## src/rtl/load_store_unit.sv

```systemverilog
// rtl/load_store_unit.sv - byte/half/word load-store unit in front of a word-wide synchronous data memory
//
// Purpose: accepts one load/store request at a time. It aligns byte lanes and
// sign/zero extends loads, and merges sub-word stores by read-modify-write.
// Ports:
//   clk, reset            clock, asynchronous active-high reset
//   req/opcode/addr/wdata request interface, sampled only in IDLE
//   busy/done/fault       status; fault is meaningful only while done=1
//   rdata                 extended load result, held until the next good load
//   mem_*                 word-addressed memory port, 1-cycle read latency
module load_store_unit #(
    parameter int ADDR_WORDS = 256,
    parameter int MEM_AW     = 8
) (
    input  logic              clk,
    input  logic              reset,
    input  logic              req,
    input  logic [5:0]        opcode,
    input  logic [31:0]       addr,
    input  logic [31:0]       wdata,
    output logic              busy,
    output logic              done,
    output logic              fault,
    output logic [31:0]       rdata,
    output logic [MEM_AW-1:0] mem_addr,
    output logic              mem_read,
    output logic              mem_write,
    output logic [31:0]       mem_wdata,
    input  logic [31:0]       mem_rdata
);

    localparam logic [5:0] OP_LB  = 6'h20;
    localparam logic [5:0] OP_LH  = 6'h21;
    localparam logic [5:0] OP_LW  = 6'h23;
    localparam logic [5:0] OP_LBU = 6'h24;
    localparam logic [5:0] OP_LHU = 6'h25;
    localparam logic [5:0] OP_SB  = 6'h28;
    localparam logic [5:0] OP_SH  = 6'h29;
    localparam logic [5:0] OP_SW  = 6'h2B;

    localparam logic [31:0] ADDR_LIMIT = 32'(4 * ADDR_WORDS);

    typedef enum logic [2:0] {
        S_IDLE,
        S_RD,
        S_CAP,
        S_WR,
        S_DONE
    } state_t;

    state_t            state_q, state_d;
    logic [5:0]        op_q, op_d;
    logic [1:0]        lane_q, lane_d;
    logic [MEM_AW-1:0] waddr_q, waddr_d;
    // Holds the store data from acceptance, then the merged word for sb/sh.
    logic [31:0]       data_q, data_d;
    logic [31:0]       rdata_q, rdata_d;
    logic              fault_q, fault_d;

    logic              op_legal;
    logic              op_half;
    logic              op_word;
    logic              req_fault;
    logic [7:0]        byte_sel;
    logic [15:0]       half_sel;
    logic [31:0]       merged;

    // Decode of the incoming opcode, only used at acceptance.
    always_comb begin
        op_legal = 1'b1;
        op_half  = 1'b0;
        op_word  = 1'b0;
        case (opcode)
            OP_LB, OP_LBU, OP_SB: ;
            OP_LH, OP_LHU, OP_SH: op_half = 1'b1;
            OP_LW, OP_SW:         op_word = 1'b1;
            default:              op_legal = 1'b0;
        endcase
        req_fault = !op_legal || (addr >= ADDR_LIMIT)
                    || (op_half && addr[0]) || (op_word && (addr[1:0] != 2'b00));
    end

    // Lane extraction from the returned word, and sub-word merge for stores.
    always_comb begin
        byte_sel = mem_rdata[{lane_q, 3'b000} +: 8];
        half_sel = mem_rdata[{lane_q[1], 4'b0000} +: 16];
        merged   = mem_rdata;
        if (op_q == OP_SB) begin
            merged[{lane_q, 3'b000} +: 8] = data_q[7:0];
        end else begin
            merged[{lane_q[1], 4'b0000} +: 16] = data_q[15:0];
        end
    end

    always_comb begin
        state_d = state_q;
        op_d    = op_q;
        lane_d  = lane_q;
        waddr_d = waddr_q;
        data_d  = data_q;
        rdata_d = rdata_q;
        fault_d = fault_q;
        case (state_q)
            S_IDLE: begin
                if (req) begin
                    op_d    = opcode;
                    lane_d  = addr[1:0];
                    waddr_d = addr[MEM_AW+1:2];
                    data_d  = wdata;
                    fault_d = req_fault;
                    if (req_fault) begin
                        state_d = S_DONE;
                    end else if (opcode == OP_SW) begin
                        state_d = S_WR;
                    end else begin
                        state_d = S_RD;
                    end
                end
            end
            S_RD: state_d = S_CAP;
            S_CAP: begin
                case (op_q)
                    OP_LB: begin
                        rdata_d = {{24{byte_sel[7]}}, byte_sel};
                        state_d = S_DONE;
                    end
                    OP_LBU: begin
                        rdata_d = {24'h0, byte_sel};
                        state_d = S_DONE;
                    end
                    OP_LH: begin
                        rdata_d = {{16{half_sel[15]}}, half_sel};
                        state_d = S_DONE;
                    end
                    OP_LHU: begin
                        rdata_d = {16'h0, half_sel};
                        state_d = S_DONE;
                    end
                    OP_LW: begin
                        rdata_d = mem_rdata;
                        state_d = S_DONE;
                    end
                    default: begin
                        // Only sb/sh reach CAP besides loads.
                        data_d  = merged;
                        state_d = S_WR;
                    end
                endcase
            end
            S_WR:    state_d = S_DONE;
            S_DONE:  state_d = S_IDLE;
            default: state_d = S_IDLE;
        endcase
    end

    always_ff @(posedge clk or posedge reset) begin
        if (reset) begin
            state_q <= S_IDLE;
            op_q    <= 6'h0;
            lane_q  <= 2'b00;
            waddr_q <= '0;
            data_q  <= 32'h0;
            rdata_q <= 32'h0;
            fault_q <= 1'b0;
        end else begin
            state_q <= state_d;
            op_q    <= op_d;
            lane_q  <= lane_d;
            waddr_q <= waddr_d;
            data_q  <= data_d;
            rdata_q <= rdata_d;
            fault_q <= fault_d;
        end
    end

    assign busy      = (state_q != S_IDLE);
    assign done      = (state_q == S_DONE);
    assign fault     = done && fault_q;
    assign rdata     = rdata_q;
    assign mem_addr  = waddr_q;
    assign mem_read  = (state_q == S_RD);
    assign mem_write = (state_q == S_WR);
    assign mem_wdata = data_q;

endmodule

```

## config.mk

```make
export PLATFORM = sky130hd
export DESIGN_NAME = load_store_unit
export DESIGN_NICKNAME = d
export VERILOG_FILES = /design/src/rtl/load_store_unit.sv
export SDC_FILE = /design/constraint.sdc
export NUM_CORES = 1
export LEC_CHECK = 0
export ABC_CLOCK_PERIOD_IN_PS = 3020
export CAP_MARGIN = 20
export CORE_MARGIN = 1
export CORE_UTILIZATION = 45
export CTS_CLUSTER_DIAMETER = 150
export DETAILED_ROUTE_END_ITERATION = 7
export GPL_ROUTABILITY_DRIVEN = 0
export PLACE_DENSITY = 0.9
export RECOVER_POWER = 50
export SYNTH_ARGS = -nofsm -noshare
export SYNTH_HDL_FRONTEND = slang
export SYNTH_SLANG_ARGS = --single-unit
```

## constraint.sdc

```tcl
create_clock -name clk -period 3.02 [get_ports clk]
set_input_delay 0.453 -clock clk [delete_from_list [all_inputs] [get_ports clk]]
set_output_delay 0.453 -clock clk [all_outputs]
set_load 0.05 [all_outputs]
```

# ---- Yosys cells after proc, flatten, opt, wreduce, memory -nomap -nowiden
# Cells that the tools add are included.
# Widths: inputs -> output; s select.
dict set report classes {
  n_addsub 2
  multipliers 0
  n_div 0
  order_cmp 1
  eq_ne 20
  shifts 6
  mux 15
  bitwise_logic 0
  reduce_logical 19
}
# cell n
set ops {}
lappend ops {{$pmux 32 s5} 1}
lappend ops {{$mux 32} 3}
lappend ops {{$eq 6x6->1 const B} 14}
lappend ops {{$bwmux 32} 2}
lappend ops {{$pmux 32 s2} 1}
lappend ops {{$ge 32x11->1 const B} 1}
lappend ops {{$shift 16x7->32 const A} 1}
lappend ops {{$shift 8x7->32 const A} 1}
lappend ops {{$shiftx 16x7->32} 1}
lappend ops {{$shiftx 32x6->16} 1}
lappend ops {{$shiftx 32x6->8} 1}
lappend ops {{$shiftx 8x7->32} 1}
lappend ops {{$neg 5->7} 2}
lappend ops {{$pmux 3 s4} 1}
lappend ops {{$mux 3} 3}
lappend ops {{$reduce_or 8->1} 1}
lappend ops {{$eq 3x2->1 const B} 2}
lappend ops {{$reduce_bool 5->1} 1}
lappend ops {{$reduce_or 5->1} 1}
lappend ops {{$ne 2x2->1 const B} 2}
lappend ops {{$reduce_and 2->1} 2}
lappend ops {{$reduce_bool 2->1} 2}
lappend ops {{$eq 3x1->1 const B} 1}
lappend ops {{$eq 3x3->1 const B} 1}
lappend ops {{other kinds (10)} 16}
dict set report totals {
  register_bits 84
  latch_bits 0
  mem_bits_rw 0
  rom_bits 0
  out_inout_bits 77
  mem_count 0
}

# ---- Depth between registers and ports, before layout
# Gate-level depths: netlist of run 1.
dict set report depth {
  word_depth 10
  ltp_mapped 9
  mapped_depth_nobuf 7
}

# ---- Worst setup path before layout of run 1
# Ideal clock, no wire load.
dict set report synth_path {
  kind {reg-to-output}
  from {register state_q[1]}
  to {output fault}
  t_arrival_ns 2.198
  required_time_ns 2.567
  setup_slack_ns 0.369
  stages_incl_launch_ff 3
  path_buffers 0
  path_cell_list {dfrtp_1 -> nor3b_1 -> and2_1}
}
dict set report synth_via {
  elab_chain_cells 2
}
# element line_no
set synth_lines {}
lappend synth_lines {{from (decl)} 51} ;# state_t state_q, state_d;
lappend synth_lines {{from (signal assigned)} 166} ;# state_q <= state_d;
lappend synth_lines {{$eq 3x3->1} 177} ;# assign done = (state_q == S_DONE);
lappend synth_lines {{via done} 22} ;# output logic done,
lappend synth_lines {{$logic_and 1x1->1} 178} ;# assign fault = done && fault_q;
lappend synth_lines {{to (decl)} 23} ;# output logic fault,
# The timed path passes the listed nets, and every way through them passes these cells.

# ---- Final worst setup path of run 1
dict set report layout_path {
  from {register state_q[0]}
  to {output fault}
}
dict set report layout_via {
  elab_chain_cells 2
}
# element line_no
set layout_lines {}
lappend layout_lines {{$eq 3x3->1} 177}
lappend layout_lines {{$logic_and 1x1->1} 178}
# Every way passes these cells.

==> summary.md, run 1 <==
| Metric | Value |
|---|---|
| Net Switching | 0.00116 W |
| Sequential fraction of design power | 41.0% |
| Die height | 107 um |
| Worst setup EP type | primary output |
| Ys async rst share | 100% |
| Post-synth EDFFs | 0 |
| Main flop type after synthesis | dfrtp_1 |
| Area growth, synth to finish | 42.7% |
| Starting DRC count in detailed routing | 440 |
| Share of cells above drive strength 1 | 9.14% |
| Final Routed Wirelength | 17300 um |
| Max Cap Violations | 0 |
| Setup crit start kind | register |
| Clk pwr share | 23.6% |
| DIE AREA | 11500 sq um |
| I/O pin total | 182 |
| Avg Cell Area, Syn | 8.82 sq um |
| Most frequent cells in the layout | 158 x clkdlybuf4s50_1, 83 x dfrtp_1, 76 x nand2_1 |
| Vias in the first global route | 5299 |
| Clk Latency, worst-skew pair | 0.36 ns |
| Crit Path Category | reg2out |
| RSZ-0062 raised after global routing | no |
| Global route total overflow | 0 |
| Least-Margin Pin Slew | 1.03 ns |
| Post-CTS setup buffers | 0 |
| Syn. warnings | 0 |
| Die X-Extent | 107 um |
| Seq/Total Area, Yosys | 42.3% |
| Mapped cell area | 4960 sq um |
| PD cells | 451 nW/um^2 |
| Cts repair resizes | 0 |
| CTS max path bufs | 2 |
| Leading cell type in the layout, fill and taps excluded | clkdlybuf4s50_1 |
| Power Internal | 0.00203 W |
| Final-layout fill cell count | 804 |
| Netlist cell types | 50 |
| Outcome | finished clean |
| CP max stage cell | clkdlybuf4s50_1 |
| Initial antenna violation count | 0 |
| Min-Delay Path Class | reg2reg |
| Critical path arrival | 2.06 ns |
| IO buf count | 181 |
| Final critical delay including setup and external delays | 2.51 ns |
| Hold Buf Count CTS | 0 |
| Fin Hold WS | 0.481 ns |
| Comb pwr share | 35.4% |
| Switching Fraction | 36.4% |
| DRC Markers | 0 |
| Fin. Hold Viols | 0 |
| Final period utilization | 83.1% |
| Via-to-Cell Ratio | 6.06 |
| Total iterations of the first detailed-routing run | 6 |
| Antenna diodes | 0 |
| Root buffer cell | clkbuf_8 |
| Leak Pwr | 2.72 nW |
| Clock Pin Slew Worst Setup and Hold Paths | 0.08 ns |
| FP Rows | 37 |
| Starting Density | 47.2% |
| # H-tree levels | 3 |
| Total negative slack | 0 ns |
| Global-route wire length before repair | 27300 um |
| Routed WL per cell | 19.9 um |
| Fmax | 399 MHz |
| Worst VDD drop | 0.286 mV |
| Worst EP required | 2.57 ns |
| Max stage delay on crit path | 0.80 ns |
| Core Area | 10500 sq um |
| Setup violations, final | 0 |
| Clock sink total | 84 |
| Crit Path Max Fanout | 7 |
| Total CTS buffers | 9 |
| Gate Count Post-Synth | 563 |
| CTS tree | yes |
| Final net count | 840 |
| Largest net degree at the start of global routing | 85 |
| Skew final | 0.00874 ns |
| Rel. slew slack | 31.3% |
| All-Layer GR Usage | 31.2% |
| Synth Net Count | 673 |
| Via count | 5267 |
| Final Max Tran Viols | 0 |
| Post-route ant nets | 0 |
| Dpl hpwl | 12800 um |
| Critical path, cell by cell | nor3b_1 > and2_1 > clkdlybuf4s50_1 |
| Yosys reg bits | 84 |
## metrics by stage
stage	area, sq um	power (W)	cells	utilization (%)	setup WS [ns]
after floorplan	4960	0.00198	563	-	0.369
after global placement	6910	0.00241	855	65.7	0.632
after detailed placement	6910	0.00244	855	65.7	0.591
after CTS	7080	0.00318	869	67.4	0.491
after global routing	7080	0.00332	869	67.4	0.435
final	7080	0.00320	869	67.4	0.511
## power groups by stage
stage	sequential [W]	combinational, W	clock [W]
after floorplan	0.00155	0.000427	0
after global placement	0.00132	0.00109	0
after detailed placement	0.00133	0.00111	0
after CTS	0.00131	0.00112	0.000755
after global routing	0.00132	0.00119	0.000812
final	0.00131	0.00113	0.000754
## layer usage
layer	global-route usage (%)	part of all wire [%]	up-vias
met5	0	0	-
met4	15.8	4.4	0
met3	8.57	9.7	72
met2	50.6	48	340
met1	38.0	38	2488
li1	-	-	2367
## worst max-delay path, delay by kind of cell, from the launching register on
kind	cells	cell delay, ns
simple gates	2	0.47
flops	1	0.44
buf+inv	1	0.80
## state kept, by name (all words and copies together), names as in the netlist
signal and flops:
op_q 6, rdata 32, lane_q 2, state_q 3, mem_wdata 32, mem_addr 8, fault_q 1
## path summary, 6_finish.rpt
check / startpoint / cells after the start / end / slack, ns
setup / recovery: state_q[0] / 3 / fault / 0.51
hold / removal: mem_addr[3] / 2 / mem_addr[3] / 0.48
setup reg to reg: lane_q[1] / 5 / mem_wdata[0] / 0.51
hold reg to reg: mem_addr[3] / 2 / mem_addr[3] / 0.48
max in group asynchronous: reset / 3 / lane_q[1] / 1.98
min in group asynchronous: reset / 3 / rdata[24] / 0.69
## cell type report
class                           count  area [sq um]  share of cell area (%)
Timing Repair Buffer              194          1920                    27.1
Inverter                           16          61.3                   0.866
Multi-Input combinational cell    425          2650                    37.5
Clock buffer                       11           131                    1.86
Clock inverter                      3          40.0                   0.565
Sequential cell                    84          2100                    29.7
Tap cell                          136           170                    2.40
## synthesized netlist by cell type (2+ instances only)
cell type | number | area [sq um]
a21oi_1 | 47 | 235
mux2_2 | 29 | 327
mux2i_1 | 18 | 180
nand3_1 | 24 | 120
nor2_1 | 64 | 240
o21ai_2 | 2 | 17.5
nor4_1 | 5 | 31.3
nand4_1 | 7 | 43.8
o21ai_0 | 17 | 85.1
dfrtp_1 | 84 | 2100
nand2_1 | 76 | 285
nand4b_1 | 2 | 17.5
a222oi_1 | 7 | 70.1
a22o_1 | 8 | 70.1
inv_1 | 16 | 60.1
o22ai_1 | 3 | 18.8
nor3b_1 | 2 | 15.0
buf_2 | 9 | 45.0
buf_1 | 3 | 11.3
nor3_1 | 15 | 75.1
nor2b_1 | 17 | 106
o211ai_1 | 7 | 52.6
a221oi_1 | 22 | 193
a21o_1 | 2 | 15.0
nand2b_1 | 9 | 56.3
clkbuf_1 | 25 | 93.8
ha_1 | 5 | 62.6
a211oi_1 | 2 | 15.0
a31oi_1 | 11 | 68.8
and2_1 | 5 | 31.3
## cell families (layout without fill, tap and decap cells)
kind of cell | after synthesis | count (layout) | synth area share (%)
DFF | 84 | 84 | 42.3
buffers and inverters | 54 | 224 | 4.46
and+or+nand+nor | 235 | 235 | 22.2
AOI/OAI and AO/OA | 137 | 137 | 19.0
adders and majority gates | 5 | 5 | 1.26
muxes | 48 | 48 | 10.7
Power figures use the tool's default switching activity.
==> run 2, diff against run 1 <==
Settings changed: ABC_CLOCK_PERIOD_IN_PS 3020 to 2450.
Clock period 3.02 ns to 2.45 ns, I/O delays scaled along.
==> summary.md, run 2 (synthesis results as in run 1) <==
| Metric | Value |
|---|---|
| Vias in the first global route | 5277 (-0.42%) |
| Final critical delay including setup and external delays | 2.38 ns |
| Most frequent cells in the layout | 155 x clkdlybuf4s50_1, 83 x dfrtp_1, 76 x nand2_1 |
| Leading cell type in the layout, fill and taps excluded | clkdlybuf4s50_1 |
| Total negative slack | 0 ns (unchanged) |
| Final Routed Wirelength | 17000 um (-2.1%) |
| Starting DRC count in detailed routing | 464 (+5.5%) |
| DRC Markers | 0 (unchanged) |
| Die X-Extent | 107 um (unchanged) |
| Dpl cell area | 7030 sq um (+1.7%) |
| Clk Latency, worst-skew pair | 0.38 ns (+0.02 ns) |
| Die height | 107 um (unchanged) |
| Outcome | finished clean |
| IO buf count | 181 (unchanged) |
| FP Rows | 37 (unchanged) |
| Clk pwr share | 24.8% (+1.2 points) |
| Fin. Hold Viols | 0 (unchanged) |
| Final Max Tran Viols | 0 (unchanged) |
| Fmax | 420 MHz |
| Final-layout fill cell count | 795 (-1.1%) |
| I/O pin total | 182 (unchanged) |
| Fin util | 68.6% (+1.2 points) |
| Total iterations of the first detailed-routing run | 7 (+1) |
| Least-Margin Pin Slew | 1.13 ns (+0.0989 ns) |
| Critical path, cell by cell | buf_4 > nor3b_2 > clkdlybuf4s50_1 |
| Clock Pin Slew Worst Setup and Hold Paths | 0.09 ns (about the same) |
| Post-route ant nets | 0 (unchanged) |
| Max stage delay on crit path | 0.85 ns (+0.05 ns) |
| Clock sink total | 84 (unchanged) |
| Global-route wire length before repair | 27000 um (-1.2%) |
| All-Layer GR Usage | 31.0% (-0.17 points) |
| DIE AREA | 11500 sq um (unchanged) |
| Crit Path Category | reg2out |
| CTS max path bufs | 2 (unchanged) |
| Fin Hold WS | 0.481 ns (-0.000268 ns) |
| # H-tree levels | 3 (unchanged) |
| PD cells | 555 nW/um^2 (+23%) |
| Via-to-Cell Ratio | 5.96 (-1.7%) |
| Max Cap Violations | 0 (unchanged) |
| Crit Path Max Fanout | 6 (-1) |
| Sequential fraction of design power | 39.8% (-1.2 points) |
| Skew final | 0.00877 ns (+0.0000221 ns) |
| CTS tree | yes |
| Leak Pwr | 2.85 nW (+4.7%) |
| Initial antenna violation count | 0 (unchanged) |
| Largest net degree at the start of global routing | 85 (unchanged) |
| Hold path cells | 2 (unchanged) |
| RSZ-0062 raised after global routing | no |
| Power Internal | 0.00253 W (+24%) |
| Comb pwr share | 35.4% (about the same) |
| Worst r2r path cells | 5 (unchanged) |
| Total CTS buffers | 9 (unchanged) |
| CP max stage cell | clkdlybuf4s50_1 |
| Root buffer cell | clkbuf_8 |
| Switching Fraction | 36.8% (+0.42 points) |
| Rel. slew slack | 24.7% (-6.6 points) |
| Hold Buf Count CTS | 0 (unchanged) |
| Final net count | 853 (+1.5%) |
| Post-CTS setup buffers | 0 (unchanged) |
| Core Area | 10500 sq um (unchanged) |
| Net Switching | 0.00147 W (+27%) |
| Share of cells above drive strength 1 | 11.2% (+2.1 points) |
| Dpl hpwl | 13000 um (+1.2%) |
| Via count | 5266 (-0.019%) |
| Worst setup EP type | primary output |
| Worst VDD drop | 0.356 mV (+24%) |
| Starting Density | 47.2% (unchanged) |
| Design Area, Final | 7210 sq um (+1.8%) |
| Antenna diodes | 0 (unchanged) |
| Global route total overflow | 0 (unchanged) |
| Cts repair resizes | 1 (+1) |
| Final period utilization | 97.2% |
| Area growth, synth to finish | 45.2% |
| Routed WL per cell | 19.2 um (-3.7%) |
| Setup violations, final | 0 (unchanged) |
| Setup crit start kind | register |
| Worst EP required | 2.08 ns (-0.49 ns) |
| Min-Delay Path Class | reg2reg |
| Critical path arrival | 2.01 ns (-0.05 ns) |
## run 2: changes by cell type in the layout (fill, tap and decap cells not counted), sizes merged
| cell | before | now |
|---|---|---|
| dlymetal6s2s | 0 | 2 |
| dlygate4sd2 | 0 | 1 |
| buf | 13 | 24 |
| clkinv | 2 | 6 |
| clkdlybuf4s50 | 158 | 155 |
## run 2: critical path: cells and delay by family, from the launching register on
kind | cells | cell delay (ns)
flip-flops | 1 | 0.38
buffers and inverters | 2 | 1.01
AND/OR/NAND/NOR | 1 | 0.24
## run 2: final timing paths
check,startpoint,to,slack (ns)
max,state_q[0],done,0.07
min,mem_addr[5],mem_addr[5],0.48
max reg2reg,op_q[3],mem_wdata[10],0.19
min reg2reg,mem_addr[5],mem_addr[5],0.48
max in group asynchronous,reset,lane_q[1],0.82
min in group asynchronous,reset,rdata[18],0.88
## run 2: cell type report
type	count	area (sq um)	area share, %
tap	136	170	2.36
timing repair buffer	207	2020	28.0
inverter	16	63.8	0.886
clock inverter	7	67.6	0.938
sequential	84	2100	29.2
multi-input combinational	425	2660	36.9
clock buffer	9	124	1.72
## run 2: through the flow
step | power (W) | instances | setup slack, ns
floorplan | 0.00244 | 563 | 0.382
global placement | 0.00299 | 868 | 0.233
detailed placement | 0.00303 | 868 | 0.231
CTS | 0.00400 | 884 | 0.0504
global route | 0.00416 | 884 | 0.0338
finish | 0.00400 | 884 | 0.0687
## run 2: power groups by stage
stage / Sequential (W) / Combinational [W] / Clock (W)
after CTS: 0.00159 / 0.00142 / 0.000992
after floorplan: 0.00191 / 0.000527 / 0
after detailed placement: 0.00162 / 0.00141 / 0
after global routing: 0.00160 / 0.00150 / 0.00106
after global placement: 0.00161 / 0.00138 / 0
final: 0.00159 / 0.00142 / 0.000991
## run 2: per-layer routing
metal / vias up / share of wire (%) / track usage [%]
li1: 2398 / - / -
met1: 2467 / 38 / 38.2
met2: 309 / 47 / 48.7
met3: 92 / 8.7 / 8.21
met4: 0 / 5.6 / 18.7
met5: - / 0 / 0
==> variant (flow settings as in run 2) <==
Make the reset (`reset`) synchronous in one clocked block. Comments in the files are not updated.
--- a/src/rtl/load_store_unit.sv
+++ b/src/rtl/load_store_unit.sv
@@ -154,5 +154,5 @@
     end
 
-    always_ff @(posedge clk or posedge reset) begin
+    always_ff @(posedge clk) begin
         if (reset) begin
             state_q <= S_IDLE;
Function: differs if reset is asserted again (counterexample within 4 cycles, from zero or initial values and one cycle with reset high); with reset held inactive, the same outputs for 4 cycles.
==> variant against run 2 <==
- sequential cell count unchanged
- die area decreased by 5.2%
- clock power increased by 6%
- routed wire length decreased by 1.7%
- synthesized cell count increased by 3.4%
- first-iteration DRC count increased by 2.4%
- largest cell class unchanged
- total power decreased by 16%
- largest power group unchanged
- final cell count increased by 0.79%
- worst setup slack improved by 0.098 ns
- design area decreased by 4.4%
- area after synthesis decreased by 5.3%
- count of clock-buffer cells in the layout increased by 1
==> variant: results (changes against run 2) <==
clk tree area frac 3.03% (was 2.66%); placed instance area 6670 µm² (was 7030 µm²); Hold Crit Endpoint state_q[2] (was mem_addr[5]); DR vias/cell 6.09 (was 5.96); Switch Pwr 0.00108 W (was 0.00147 W); Buffers, non-clock 206 (was 207); Commonest cells post-synth nand2_1, dfxtp_1, nor2_1 (was dfrtp_1, nand2_1, nor2_1); area occupied by multi-input gates 2810 µm² (was 2660 µm²); number of nets in the layout 863 (was 853); Syn Area/Cell 8.08 µm² (was 8.82 µm²); via count 5423 (was 5266); GRT met1 Usage 37.2% (was 38.2%); outcome finished, final reports clean (unchanged); LEAKAGE 2.53 nW (was 2.85 nW); Peak supply drop 0.000454 V (was 0.000356 V); NonClk Buf Share 29.2% (was 28.0%); Multi-In Gates 448 (was 425); worst path arrival time 1.92 ns (was 2.01 ns); Worst Min Path Start reset (was mem_addr[5]); Worst R2R End mem_wdata[12] (was mem_wdata[10]); clock buf count 10 (was 9); met2 wire length 8200 µm (was 8020 µm); largest net degree at the start of global routing 82 (was 85); drt initial violations 475 (was 464); width of the die 104 µm (was 107 µm); post-place setup slack 0.0681 ns (was 0.231 ns); Synth cell types 51 (was 50); worst-margin pin slew 0.901 ns (was 1.13 ns)
[variant: power by group through the flow]
stage / clock network [W] / registers [W] / logic [W]
floorplan: 0 / 0.00168 / 0.000279
global placement: 0 / 0.00151 / 0.000835
detailed placement: 0 / 0.00151 / 0.000850
CTS: 0.00106 / 0.00148 / 0.000854
global route: 0.00111 / 0.00149 / 0.000891
finish: 0.00105 / 0.00148 / 0.000846
[variant: worst max-delay path by stage]
stage / startpoint / endpoint / cells after the start / slack, ns
2_1_floorplan: lane_q[1] / mem_wdata[24] / 9 / 0.07
4_1_cts: state_q[0] / mem_read / 2 / 0.03
5_1_grt: op_q[1] / mem_wdata[8] / 5 / 0.06
3_5_place_dp: mem_rdata[23] / rdata[20] / 7 / 0.07
3_3_place_gp: mem_rdata[23] / rdata[30] / 7 / 0.11
6_report: state_q[2] / done / 2 / 0.17
[variant: worst min-delay path, stage by stage]
cell,delay [ns]
buf_2,0.10
or3_1,0.17
a21oi_1,0.05
